===== src/rtl/pwm_capture_if.sv =====
// Signal bundle between a PWM tick source and the pwm_capture block.
// The master drives the tick enable and the waveform; the slave returns the measurement.
interface pwm_capture_if;
  logic       ce;
  logic       pwm_in;
  logic [3:0] d;
  logic       valid;
  logic       err;
  logic       stuck;

  modport master (output ce, pwm_in, input d, valid, err, stuck);
  modport slave  (input ce, pwm_in, output d, valid, err, stuck);
endinterface


===== src/rtl/pwm_capture.sv =====
// Measures the duty code of an asynchronous PWM input, one period at a time, in CE ticks.
// It flags periods of the wrong length (ERR) and inputs with no rising edges (STUCK).
module pwm_capture #(
  parameter int unsigned PERIOD  = 16,
  parameter int unsigned TIMEOUT = 64
) (
  input  logic         clk_i,
  input  logic         rst_i,
  pwm_capture_if.slave bus_if
);

  localparam logic [0:0] ST_IDLE    = 1'b0;
  localparam logic [0:0] ST_MEASURE = 1'b1;

  localparam logic [7:0] PERIOD_C     = 8'(PERIOD);
  localparam logic [7:0] TIMEOUT_LAST = 8'(TIMEOUT - 1);

  logic       sync1_q, sync2_q;
  logic       prev_q, prev_d;
  logic [0:0] state_q, state_d;
  logic [7:0] period_cnt_q, period_cnt_d;
  logic [7:0] high_cnt_q, high_cnt_d;
  logic [7:0] idle_cnt_q, idle_cnt_d;
  logic [3:0] d_q, d_d;
  logic       valid_q, valid_d;
  logic       err_q, err_d;
  logic       stuck_q, stuck_d;
  logic       rise;

  function automatic logic [7:0] sat_inc(input logic [7:0] v);
    return (v == 8'hFF) ? v : v + 8'd1;
  endfunction

  // The synchronizer runs every clock. prev only advances on CE ticks, so an edge is seen once per tick.
  always_ff @(posedge clk_i or posedge rst_i) begin
    if (rst_i) begin
      sync1_q <= 1'b0;
      sync2_q <= 1'b0;
    end else begin
      // NOTE: non-blocking assignments let every flop sample the pre-edge value, which forms a real 2-stage chain.
      sync1_q <= bus_if.pwm_in;
      sync2_q <= sync1_q;
    end
  end

  assign rise = sync2_q & ~prev_q;

  always_comb begin
    // NOTE: every next-state signal gets a hold default first, so no path leaves one unassigned and infers a latch.
    prev_d       = prev_q;
    state_d      = state_q;
    period_cnt_d = period_cnt_q;
    high_cnt_d   = high_cnt_q;
    idle_cnt_d   = idle_cnt_q;
    d_d          = d_q;
    err_d        = err_q;
    stuck_d      = stuck_q;
    valid_d      = 1'b0;

    if (bus_if.ce) begin
      prev_d = sync2_q;
      if (rise) begin
        // An edge always wins over a timeout on the same tick. It also restarts the measurement.
        if (state_q == ST_MEASURE) begin
          if (period_cnt_q == PERIOD_C) begin
            d_d     = (high_cnt_q > 8'd15) ? 4'hF : high_cnt_q[3:0];
            valid_d = 1'b1;
            err_d   = 1'b0;
          end else begin
            err_d = 1'b1;
          end
        end
        state_d      = ST_MEASURE;
        period_cnt_d = 8'd1;
        high_cnt_d   = 8'd1;
        idle_cnt_d   = 8'd0;
        stuck_d      = 1'b0;
      end else begin
        idle_cnt_d = sat_inc(idle_cnt_q);
        if (!stuck_q && idle_cnt_q == TIMEOUT_LAST) begin
          stuck_d      = 1'b1;
          d_d          = sync2_q ? 4'hF : 4'h0;
          valid_d      = 1'b1;
          state_d      = ST_IDLE;
          period_cnt_d = 8'd0;
          high_cnt_d   = 8'd0;
        end else if (state_q == ST_MEASURE) begin
          period_cnt_d = sat_inc(period_cnt_q);
          if (sync2_q) high_cnt_d = sat_inc(high_cnt_q);
        end
      end
    end
  end

  always_ff @(posedge clk_i or posedge rst_i) begin
    if (rst_i) begin
      prev_q       <= 1'b0;
      state_q      <= ST_IDLE;
      period_cnt_q <= 8'd0;
      high_cnt_q   <= 8'd0;
      idle_cnt_q   <= 8'd0;
      d_q          <= 4'd0;
      valid_q      <= 1'b0;
      err_q        <= 1'b0;
      stuck_q      <= 1'b0;
    end else begin
      prev_q       <= prev_d;
      state_q      <= state_d;
      period_cnt_q <= period_cnt_d;
      high_cnt_q   <= high_cnt_d;
      idle_cnt_q   <= idle_cnt_d;
      d_q          <= d_d;
      valid_q      <= valid_d;
      err_q        <= err_d;
      stuck_q      <= stuck_d;
    end
  end

  assign bus_if.d     = d_q;
  assign bus_if.valid = valid_q;
  assign bus_if.err   = err_q;
  assign bus_if.stuck = stuck_q;

endmodule


===== src/flat_wrapper.sv =====
// flat-port wrapper written by rule: the top's interface ports become plain ports
module pwm_capture_flat 
#(
  parameter int unsigned PERIOD  = 16,
  parameter int unsigned TIMEOUT = 64
)
  (clk_i, rst_i, bus_if_ce, bus_if_pwm_in, bus_if_d, bus_if_valid, bus_if_err, bus_if_stuck);
  pwm_capture_if bus_if_i ();
  input  logic clk_i;
  input  logic rst_i;
  input wire logic [$bits(bus_if_i.ce)-1:0] bus_if_ce;
  input wire logic [$bits(bus_if_i.pwm_in)-1:0] bus_if_pwm_in;
  output wire logic [$bits(bus_if_i.d)-1:0] bus_if_d;
  output wire logic [$bits(bus_if_i.valid)-1:0] bus_if_valid;
  output wire logic [$bits(bus_if_i.err)-1:0] bus_if_err;
  output wire logic [$bits(bus_if_i.stuck)-1:0] bus_if_stuck;
  assign bus_if_i.ce = bus_if_ce;
  assign bus_if_i.pwm_in = bus_if_pwm_in;
  assign bus_if_d = bus_if_i.d;
  assign bus_if_valid = bus_if_i.valid;
  assign bus_if_err = bus_if_i.err;
  assign bus_if_stuck = bus_if_i.stuck;
  pwm_capture #(.PERIOD(PERIOD), .TIMEOUT(TIMEOUT)) u_core (.clk_i(clk_i), .rst_i(rst_i), .bus_if(bus_if_i));
endmodule

===== config.mk =====
export PLATFORM = sky130hd
export DESIGN_NAME = pwm_capture_flat
export DESIGN_NICKNAME = d
export VERILOG_FILES = /design/src/rtl/pwm_capture_if.sv /design/src/rtl/pwm_capture.sv /design/src/flat_wrapper.sv
export SDC_FILE = /design/constraint.sdc
export NUM_CORES = 1
export LEC_CHECK = 0
export BUFFER_PORTS_ARGS = -buffer_cell sky130_fd_sc_hd__clkbuf_2
export CAP_MARGIN = 20
export CORE_MARGIN = 8
export CORE_UTILIZATION = 55
export CTS_BUF_LIST = sky130_fd_sc_hd__clkbuf_8
export CTS_CLUSTER_DIAMETER = 40
export DETAILED_ROUTE_END_ITERATION = 16
export PLACE_DENSITY = 0.76
export RECOVER_POWER = 50
export SYNTH_ARGS = -nofsm -noshare
export SYNTH_HDL_FRONTEND = slang
export SYNTH_SLANG_ARGS = --single-unit

===== constraint.sdc =====
create_clock -name clk_i -period 2 [get_ports clk_i]
set_clock_uncertainty 0.2 [all_clocks]
set_input_delay 0.1 -clock clk_i [delete_from_list [all_inputs] [get_ports clk_i]]
set_output_delay 0.1 -clock clk_i [all_outputs]
set_load 0.03 [all_outputs]

==> results of run 1 <==
worst max path at each step:
stage                                  end  slack, ps  depth (start not counted)
floorplan             u_core.high_cnt_q[2]        110                          5
global placement      u_core.idle_cnt_q[5]         70                          4
detailed placement      u_core.bus_if.d[3]          8                          6
CTS                     u_core.bus_if.d[3]         10                          6
global route        u_core.period_cnt_q[1]         -1                          6
finish                u_core.high_cnt_q[7]         90                          5
kinds of logic (layout without fill, tap and decap cells):
group | Yosys count | after routing | synth area share, %
xor gates and xnor gates | 1 | 1 | 0.440
muxes | 6 | 6 | 3.27
adders and majority gates | 4 | 4 | 2.52
DFF | 35 | 35 | 44.0
buffers and inverters | 22 | 56 | 5.03
and+or+nand+nor | 79 | 79 | 21.9
AOI/OAI and AO/OA | 59 | 59 | 22.8
through the flow:
stage | std cells | hold WS, ps | instance area (µm²)
2_1_floorplan | 206 | -68.6 | 1990
5_1_grt | 288 | 36.9 | 2390
3_5_place_dp | 277 | 1.52 | 2210
4_1_cts | 287 | 5.12 | 2360
3_3_place_gp | 277 | -5.05 | 2210
6_report | 288 | 14.5 | 2390
report_power, final:
part	total, mW	switching, mW	leakage [nW]	internal [mW]
Combinational	0.591	0.307	0.559	0.284
Sequential	0.975	0.148	0.436	0.827
Clock	0.651	0.248	0.0612	0.403
Total	2.22	0.703	1.06	1.51
registers in the layout, indices dropped and copies added (netlist names), 4 cells and up:
register and flops:
u_core.bus_if.d 4, u_core.idle_cnt_q 8, u_core.high_cnt_q 8, u_core.period_cnt_q 8
cell usage after synthesis, types with 3 or more instances:
library cell   n
a21o_1         3
a21oi_1       11
a31oi_1       11
and3_1         5
dfrtp_1       35
ha_1           4
inv_1         14
mux2i_1        5
nand2_1       22
nand3_1       11
nand4_1        5
nor2_1         9
nor3_1         9
nor4_1         4
o21ai_0       12
or4_1          4
worst register-to-register path, cell delays in order, from the launching register on:
cell     delay [ps]
dfrtp_1         350
ha_1            220
nand3_1         190
or4_1           600
a31oi_1         180
a31oi_1          60
repair_timing:
action                                  CTS  global route
endpoints found under the hold margin    36             0
buffers inserted                          0             1
endpoints found under the setup margin    4            17
pin swaps                                 0             4
resized for setup                         2             6
hold buffers                              2             0
layer usage:
layer | global-route usage [%] | wire (µm) | vias up
met1 | 19.7 | 1910 | 846
met3 | 4.60 | 216 | 8
met2 | 24.0 | 1990 | 34
met5 | 0 | 0 | -
met4 | 5.19 | 74 | 0
li1 | - | - | 844
area by class of cell:
class / instances / area (µm²) / area share [%]
flip-flops and latches: 35 / 876 / 36.6
multi-input cells: 149 / 1050 / 44.0
well taps: 48 / 60.1 / 2.51
repair buffers: 33 / 229 / 9.58
clock buffers: 6 / 82.6 / 3.45
inverters: 15 / 56.3 / 2.35
clock inverters: 2 / 35.0 / 1.47
==> metrics, run 1 <==
pins over their slew limit 0; cell taking the most area after synthesis dfrtp_1; most common cell after layout, fill and taps aside dfrtp_1; Worst path max stage delay 600 ps; yosys warns 0; final hold vios 0; HP Start bus_if_ce; io pins 11; Gate Count Post-Synth 206; reg-to-reg slack, setup 90 ps; core area 3580 µm²; CP startpoint u_core.high_cnt_q[0]; TritonRoute pass-1 iters 4; Final WS setup 86.2 ps; worst-path fanout max 4; RSZ-0062 raised after global routing yes; CTS root buffer clkbuf_8; initial core utilization 55.6%; worst reg2reg path depth 5; Remaining DRCs 0; hold depth 2; post-synth top area share 44.0%; min Tclk post-route 1910 ps; post-layout net count 247; GR Overflow Total 0; Slew HR 45.0%; ys async rst share 100%; wire length of the first global-routing pass 7530 µm; Hold WC Path Type in -> reg; IO Port Bufs 10; CP delay by family, top simple AND/OR/NAND/NOR gates; Mapped Area 1990 µm²; drt total wl 4200 µm; DP HPWL 3050 µm; Data required, critical path 1960 ps; maxcap violations 0; CP arrival 1880 ps; Pleak 1.06 nW; Die H 76.1 µm; Pwr per Cell Area 927 nW/µm²; CTS sink count 35; reg2reg end u_core.high_cnt_q[7]; routed via count 1732; Fill cells 294; number of synthesized flops with an enable pin 0; clock-pin slew on the worst setup and hold paths 70 ps; Worst-Skew Late Latency 290 ps; die area 5800 µm²; vias per inst 6.01; initial DRC count 129; top cells by area, synth dfrtp_1 44%, nand2_1 4.2%, a31oi_1 3.5%; Main synth FF type dfrtp_1; setup TNS 0 ps; Critical Path, Cell by Cell ha_1, nand3_1, or4_1, a31oi_1, a31oi_1; Max clock buf depth 2; synth unique cells 51; Num CTS Buffers 5; commonest cells after routing, fill and taps aside 35 x dfrtp_1, 22 x nand2_1, 19 x buf_4, 14 x inv_1, 12 x o21ai_0; Mapped Avg Cell Area 9.66 µm²; CP Capture Type register; Routed WL per cell 14.6 µm; worst-margin pin slew 824 ps; endpoints failing setup 0; Yosys reg bits 35; vias in the first global route 1660; initial antenna violation count 0; Final ANT Viol Nets 0; crit path kind reg -> reg; achievable frequency 523 MHz; # diodes 0; total power 2.22 mW; Hold Path Sink u_core.period_cnt_q[4]; largest net degree at the start of global routing 36; Synth-to-Final Area Change 20.2%; CTS tree done; final core occ 66.8%; gpl congestion 0.846; fin crit share 95.7%; Syn Nets 214; gr usage total 15.4%; WP buf/inv 0; post-place setup slack 8.11 ps; Cell Rows 22; worst r2r src u_core.high_cnt_q[0]; H-Tree Depth 2; CP max-delay cell or4_1; Die W 76.1 µm; ratio of cells with drive above 1 in the final layout 22.9%; Most Frequent Cell on Critical Path a31oi_1; worst vdd ir 0.000468 V; Seq/Total Area, Yosys 44.0%; crit path launch type register; status finished clean
No activity file was read; power rests on OpenSTA's default activity.
==> inputs of run 2 (changes only) <==
- CELL_PAD_IN_SITES_DETAIL_PLACEMENT: default -> 1
- CELL_PAD_IN_SITES_GLOBAL_PLACEMENT: default -> 1
- CORE_UTILIZATION: 55 -> 44
- GPL_ROUTABILITY_DRIVEN: default -> 0
- GPL_TIMING_DRIVEN: default -> 0
- PLACE_DENSITY: 0.76 -> default
- PLACE_DENSITY_LB_ADDON: default -> 0.1
==> run 2 against run 1 <==
  * The flow now finishes with violations (setup timing)
  * Sequential share of layout area is 1.4 points lower
  * Highest routed layer unchanged
  * Design area is 4.5% higher
  * Wire length is 34% higher
  * Worst hold slack better by 140 ps
  * Worst setup slack worse by 150 ps
  * Critical path depth is 1 higher
  * Fmax is 7.3% lower
  * Final cell count is 2.8% higher
  * Clock power is 1% higher
  * Non-clock buffer count is 4 higher
  * Die area is 20% higher
  * Largest power group unchanged
==> metrics, run 2 (synthesized netlist as in run 1, its figures left out) <==
ratio of cells with drive above 1 in the final layout 25.8% (+2.9 points); reg-to-reg slack, setup -60 ps (-150 ps); CTS root buffer clkbuf_8; CP arrival 2050 ps (+170 ps); worst-margin pin slew 673 ps (-152 ps); Pleak 1.06 nW (about the same); Final WS setup -63.7 ps (-150 ps); RSZ-0062 raised after global routing yes; metal2 WL 2800 µm (+41%); hold depth 0 (-2); commonest cells after routing, fill and taps aside 31 x dfrtp_1, 22 x nand2_1, 17 x buf_4, 12 x inv_1, 12 x o21ai_0; DP HPWL 3740 µm (+23%); vias per inst 6.21 (+3.3%); Data required, critical path 1990 ps (+30 ps); Worst path max stage delay 440 ps (-160 ps); CP max-delay cell dfrtp_1; most common cell after layout, fill and taps aside dfrtp_1; GR Overflow Total 0 (unchanged); Remaining DRCs 0 (unchanged); Regs by FF count u_core.high_cnt_q x8, u_core.idle_cnt_q x8, u_core.period_cnt_q x8; routed length on met3 237 µm (+9.7%); CTS sink count 35 (unchanged); failing checks setup timing; achievable frequency 485 MHz (-7.3%); Hold Path Sink u_core.sync2_q; initial core utilization 45.7% (-9.9 points); pins over their slew limit 0 (unchanged); Synth-to-Final Area Change 25.6%; crit path launch type register; wire length of the first global-routing pass 9400 µm (+25%); H-Tree Depth 2 (unchanged); worst-path fanout max 10 (+6); Die W 83.2 µm (+9.3%); min Tclk post-route 2060 ps (+150 ps); Critical Path, Cell by Cell ha_2, nand2_1, o311ai_2, buf_4, nor3_1, a311o_1; initial antenna violation count 0 (unchanged); worst vdd ir 0.000426 V (-9.0%); maxcap violations 0 (unchanged); Slew HR 55.1% (+10 points); gr usage total 16.3% (+0.95 points); HP Start u_core.sync1_q; status finished with violations; worst r2r src u_core.period_cnt_q[0]; Final ANT Viol Nets 0 (unchanged); Hold WC Path Type reg -> reg; initial DRC count 100 (-22%); Max Used Layer met4; crit path kind reg -> reg; endpoints failing setup 1 (+1); IO Port Bufs 9 (-1); worst reg2reg path depth 6 (+1); Max clock buf depth 2 (unchanged); Routed WL per cell 19.0 µm (+30%); Worst-Skew Late Latency 300 ps (about the same); post-place setup slack -315 ps (-324 ps); Routed met1 length 2460 µm (+29%); fin crit share 103% (+7.5 points); Fill cells 520 (+77%); CP Capture Type register; die area 6930 µm² (+20%); vias in the first global route 1869 (+13%); CTS tree done; core area 4350 µm² (+22%); final hold vios 0 (unchanged); routed via count 1838 (+6.1%); TritonRoute pass-1 iters 4 (unchanged); total power 2.30 mW (+3.8%); clock-pin slew on the worst setup and hold paths 80 ps (about the same); Die H 83.2 µm (+9.3%); io pins 11 (unchanged); reg2reg end u_core.period_cnt_q[0]; post-layout net count 251 (+1.6%); # diodes 0 (unchanged); largest net degree at the start of global routing 19 (-47%); drt total wl 5620 µm (+34%); Num CTS Buffers 5 (unchanged); Cell Rows 24 (+9.1%); Pwr per Cell Area 921 nW/µm² (-0.71%)
[run 2: changes by cell type in the layout (fill, tap and decap cells not counted), sizes merged]
cell and change:
clkbuf +1, clkinvlp +1, buf +1, dlygate4sd3 +1
[run 2: metal layers]
metal  GRT usage [%]  vias to the layer above
met5               0                        -
met2            27.1                       45
met1            19.8                      928
li1                -                      851
met3            4.30                       14
met4            5.43                        0
[run 2: cell type report]
type,count,area [µm²],share of cell area (%)
inverters,15,60.1,2.40
multi-input cells,149,1110,44.5
clock inverters,3,43.8,1.75
repair buffers,30,215,8.61
flip-flops and latches,35,881,35.3
well taps,52,65.1,2.60
clock buffers,5,68.8,2.75
plain buffers,7,52.6,2.10
[run 2: how the worst max path moves through the flow]
stage / end / start
after global routing: u_core.period_cnt_q[1] / u_core.idle_cnt_q[0]
after floorplan: u_core.high_cnt_q[2] / u_core.idle_cnt_q[0]
after CTS: u_core.period_cnt_q[1] / u_core.idle_cnt_q[0]
after detailed placement: u_core.high_cnt_q[3] / u_core.idle_cnt_q[0]
after global placement: u_core.period_cnt_q[3] / u_core.idle_cnt_q[0]
final: u_core.period_cnt_q[0] / u_core.period_cnt_q[0]
[run 2: report_power, final]
part | internal [mW] | switching [mW] | total (mW) | leakage, nW
registers | 0.832 | 0.204 | 1.04 | 0.432
clock network | 0.371 | 0.287 | 0.659 | 0.0581
logic | 0.290 | 0.315 | 0.606 | 0.567
[run 2: timing repair]
item / 4_1_cts / 5_1_grt
setup buffers: 5 / 12
gates resized for setup: 13 / 16
endpoints found under the hold margin: 19 / 0
pin swaps: 5 / 8
endpoints found under the setup margin: 20 / 26
hold buffers: 3 / 0
[run 2: metrics by stage]
stage	cells	hold slack [ps]	utilization (%)	setup TNS (ps)	instance area, µm²
final	296	159	57.4	-63.7	2500
after detailed placement	268	10.8	48.9	-3440	2130
after global routing	296	184	57.4	-879	2500
after floorplan	206	-68.6	-	0	1990
after CTS	284	166	54.8	0	2380
after global placement	267	8.35	48.2	-2380	2100
[run 2: worst max-delay path, delay by kind of cell (launching register included)]
| family | cells | cell delay [ps] |
|---|---|---|
| AO/OA/AOI/OAI | 2 | 680 |
| adder cells (fa/ha/maj) | 1 | 250 |
| buffers and inverters | 1 | 240 |
| flip-flops | 1 | 440 |
| AND/OR/NAND/NOR | 2 | 140 |
==> inputs of run 3 (changes only) <==
- ABC_AREA: default -> 1
- CORE_UTILIZATION: 44 -> 42
==> run 3 against run 2 <==
  * The flow now finishes without violations
  * Synthesized cell count is 29% higher
  * Synthesized area fell by 0.25%
  * Register-to-register slack better by 170 ps
  * Fmax is 9.1% higher
  * Critical path type unchanged
  * Largest cell class unchanged
  * Highest routed layer unchanged
==> metrics, run 3 <==
yosys warns 0 (unchanged); largest net degree at the start of global routing 36 (+17); GR Overflow Total 0 (unchanged); Die W 84.7 µm (+1.8%); TritonRoute pass-1 iters 4 (unchanged); CTS root buffer clkbuf_8; CP arrival 1870 ps (-180 ps); Mapped Area 1980 µm² (-0.25%); Max clock buf depth 2 (unchanged); final hold vios 0 (unchanged); Pwr per Cell Area 1040 nW/µm² (+12%); vias in the first global route 1733 (-7.3%); min Tclk post-route 1890 ps (-172 ps); IO Port Bufs 10 (+1); Worst path max stage delay 450 ps (about the same); Hold WC Path Type reg -> reg; worst-margin pin slew 751 ps (+78.6 ps); initial core utilization 42.9% (-2.8 points); drt total wl 4770 µm (-15%); pins over their slew limit 0 (unchanged); initial antenna violation count 0 (unchanged); CP Capture Type register; Commonest cells post-synth 83 x nand2_1, 35 x dfrtp_1, 34 x nand3_1; Worst-Skew Late Latency 290 ps (about the same); synth unique cells 26 (-49%); post-layout net count 297 (+18%); endpoints failing setup 0 (-1); routed via count 1772 (-3.6%); CTS sink count 35 (unchanged); wire length of the first global-routing pass 8250 µm (-12%); commonest cells after routing, fill and taps aside 82 x nand2_1, 34 x nand3_1, 34 x dfrtp_1, 27 x nor2_1, 20 x inv_1; CP max-delay cell dfrtp_2; Yosys reg bits 35 (unchanged); vias per inst 5.15 (-17%); achievable frequency 529 MHz (+9.1%); Cell Rows 25 (+4.2%); crit path launch type register; post-route design area 2330 µm² (-6.7%); core area 4630 µm² (+6.3%); ratio of cells with drive above 1 in the final layout 14.8% (-11 points); # diodes 0 (unchanged); fin crit share 94.6% (-8.6 points); Final ANT Viol Nets 0 (unchanged); Die H 84.7 µm (+1.8%); post-synth top area share 44.1% (+0.11 points); top cells by area, synth dfrtp_1 44%, nand2_1 16%, nand3_1 8.6%; Routed WL per cell 13.9 µm (-27%); Num CTS Buffers 5 (unchanged); top-count cell post-synth nand2_1; maxcap violations 0 (unchanged); Main synth FF type dfrtp_1; gr usage total 14.1% (-2.2 points); clock-pin slew on the worst setup and hold paths 80 ps (about the same); Gate Count Post-Synth 265 (+29%); initial DRC count 53 (-47%); Critical Path, Cell by Cell ha_1, nand3_1, nor3_1, o21ai_2, nand2_4, nand2_1, nand2_1; most common cell after layout, fill and taps aside nand2_1; number of synthesized flops with an enable pin 0 (unchanged); DP HPWL 3240 µm (-14%); Regs by FF count u_core.high_cnt_q x8, u_core.idle_cnt_q x8, u_core.period_cnt_q x8; crit path kind reg -> reg; cell taking the most area after synthesis dfrtp_1; CP delay by family, top simple AND/OR/NAND/NOR gates; WP buf/inv 0 (-1); CTS tree done; io pins 11 (unchanged); ys async rst share 100% (unchanged); H-Tree Depth 2 (unchanged); Area after DPL 2100 µm² (-1.2%); Mapped Avg Cell Area 7.49 µm² (-22%); Synth-to-Final Area Change 17.5%; worst-path fanout max 8 (-2); Remaining DRCs 0 (unchanged); final core occ 50.4% (-7.0 points); worst vdd ir 0.000615 V (+44%); Seq/Total Area, Yosys 44.1% (+0.11 points); Most Frequent Cell on Critical Path nand2_1; Slew HR 49.9% (-5.3 points); Syn Nets 273 (+28%); Pleak 1.16 nW (+9.7%); status finished clean; Data required, critical path 1980 ps (about the same); die area 7180 µm² (+3.6%)
run 3: repair_timing:
item | 4_1_cts | 5_1_grt
gates resized for setup | 0 | 7
hold buffers | 3 | 0
hold endpoints to repair | 37 | 0
buffers inserted | 0 | 4
setup endpoints to repair | 0 | 15
run 3: area by class of cell:
| type | count | area [µm²] |
|---|---|---|
| well taps | 54 | 67.6 |
| fillers | 601 | 2300 |
| clock buffers | 5 | 68.8 |
| repair buffers | 17 | 114 |
| flip-flops and latches | 35 | 877 |
| plain buffers | 4 | 22.5 |
| clock inverters | 3 | 67.6 |
| inverters | 25 | 93.8 |
| multi-input cells | 201 | 1020 |
run 3: final timing paths:
kind | from | endpoint | slack (ps) | cells after the start
setup / recovery | u_core.high_cnt_q[0] | u_core.high_cnt_q[4] | 110 | 7
hold / removal | u_core.sync1_q | u_core.sync2_q | 160 | 0
setup reg to reg | u_core.high_cnt_q[0] | u_core.high_cnt_q[4] | 110 | 7
hold reg to reg | u_core.sync1_q | u_core.sync2_q | 160 | 0
max in group asynchronous | rst_i | u_core.high_cnt_q[0] | 790 | 3
min in group asynchronous | rst_i | u_core.high_cnt_q[6] | 280 | 3
run 3: routing by layer:
layer  vias to the layer above  global-route usage, %  part of all wire [%]
li1                        894                      -                     -
met4                         0                   4.37                   1.1
met5                         -                      0                     0
met1                       859                   17.2                    47
met3                         5                   3.41                   2.3
met2                        14                   23.8                    50
run 3: power breakdown:
group	switching, mW	internal [mW]	total (mW)
Sequential	0.169	0.856	1.03
Combinational	0.388	0.227	0.615
Clock	0.277	0.497	0.775
Total	0.834	1.58	2.42
run 3: per-stage QoR:
stage          TNS [ps]  setup slack, ps  power (mW)  hold WS, ps  instances
5_1_grt           -35.2            -15.9        2.59          171        344
6_report              0              108        2.42          158        344
2_1_floorplan         0              324        1.46        -68.6        265
4_1_cts               0             33.0        2.43          165        340
3_3_place_gp          0             55.5        1.62         9.47        329
3_5_place_dp          0             47.6        1.63         10.1        329
run 3: logic make-up after synthesis:
kind of cell,Yosys count,synth area share (%)
AND/OR/NAND/NOR,167,38.1
buffers and inverters,29,5.74
multiplexers,1,0.567
AO/OA/AOI/OAI,23,6.31
XOR/XNOR,6,2.65
flip-flops,35,44.1
adder cells (fa/ha/maj),4,2.52
run 3: worst reg2reg max path: stages, from the launching register on:
cell,delay (ps)
dfrtp_2,450
ha_1,270
nand3_1,150
nor3_1,80
o21ai_2,360
nand2_4,150
nand2_1,90
nand2_1,50
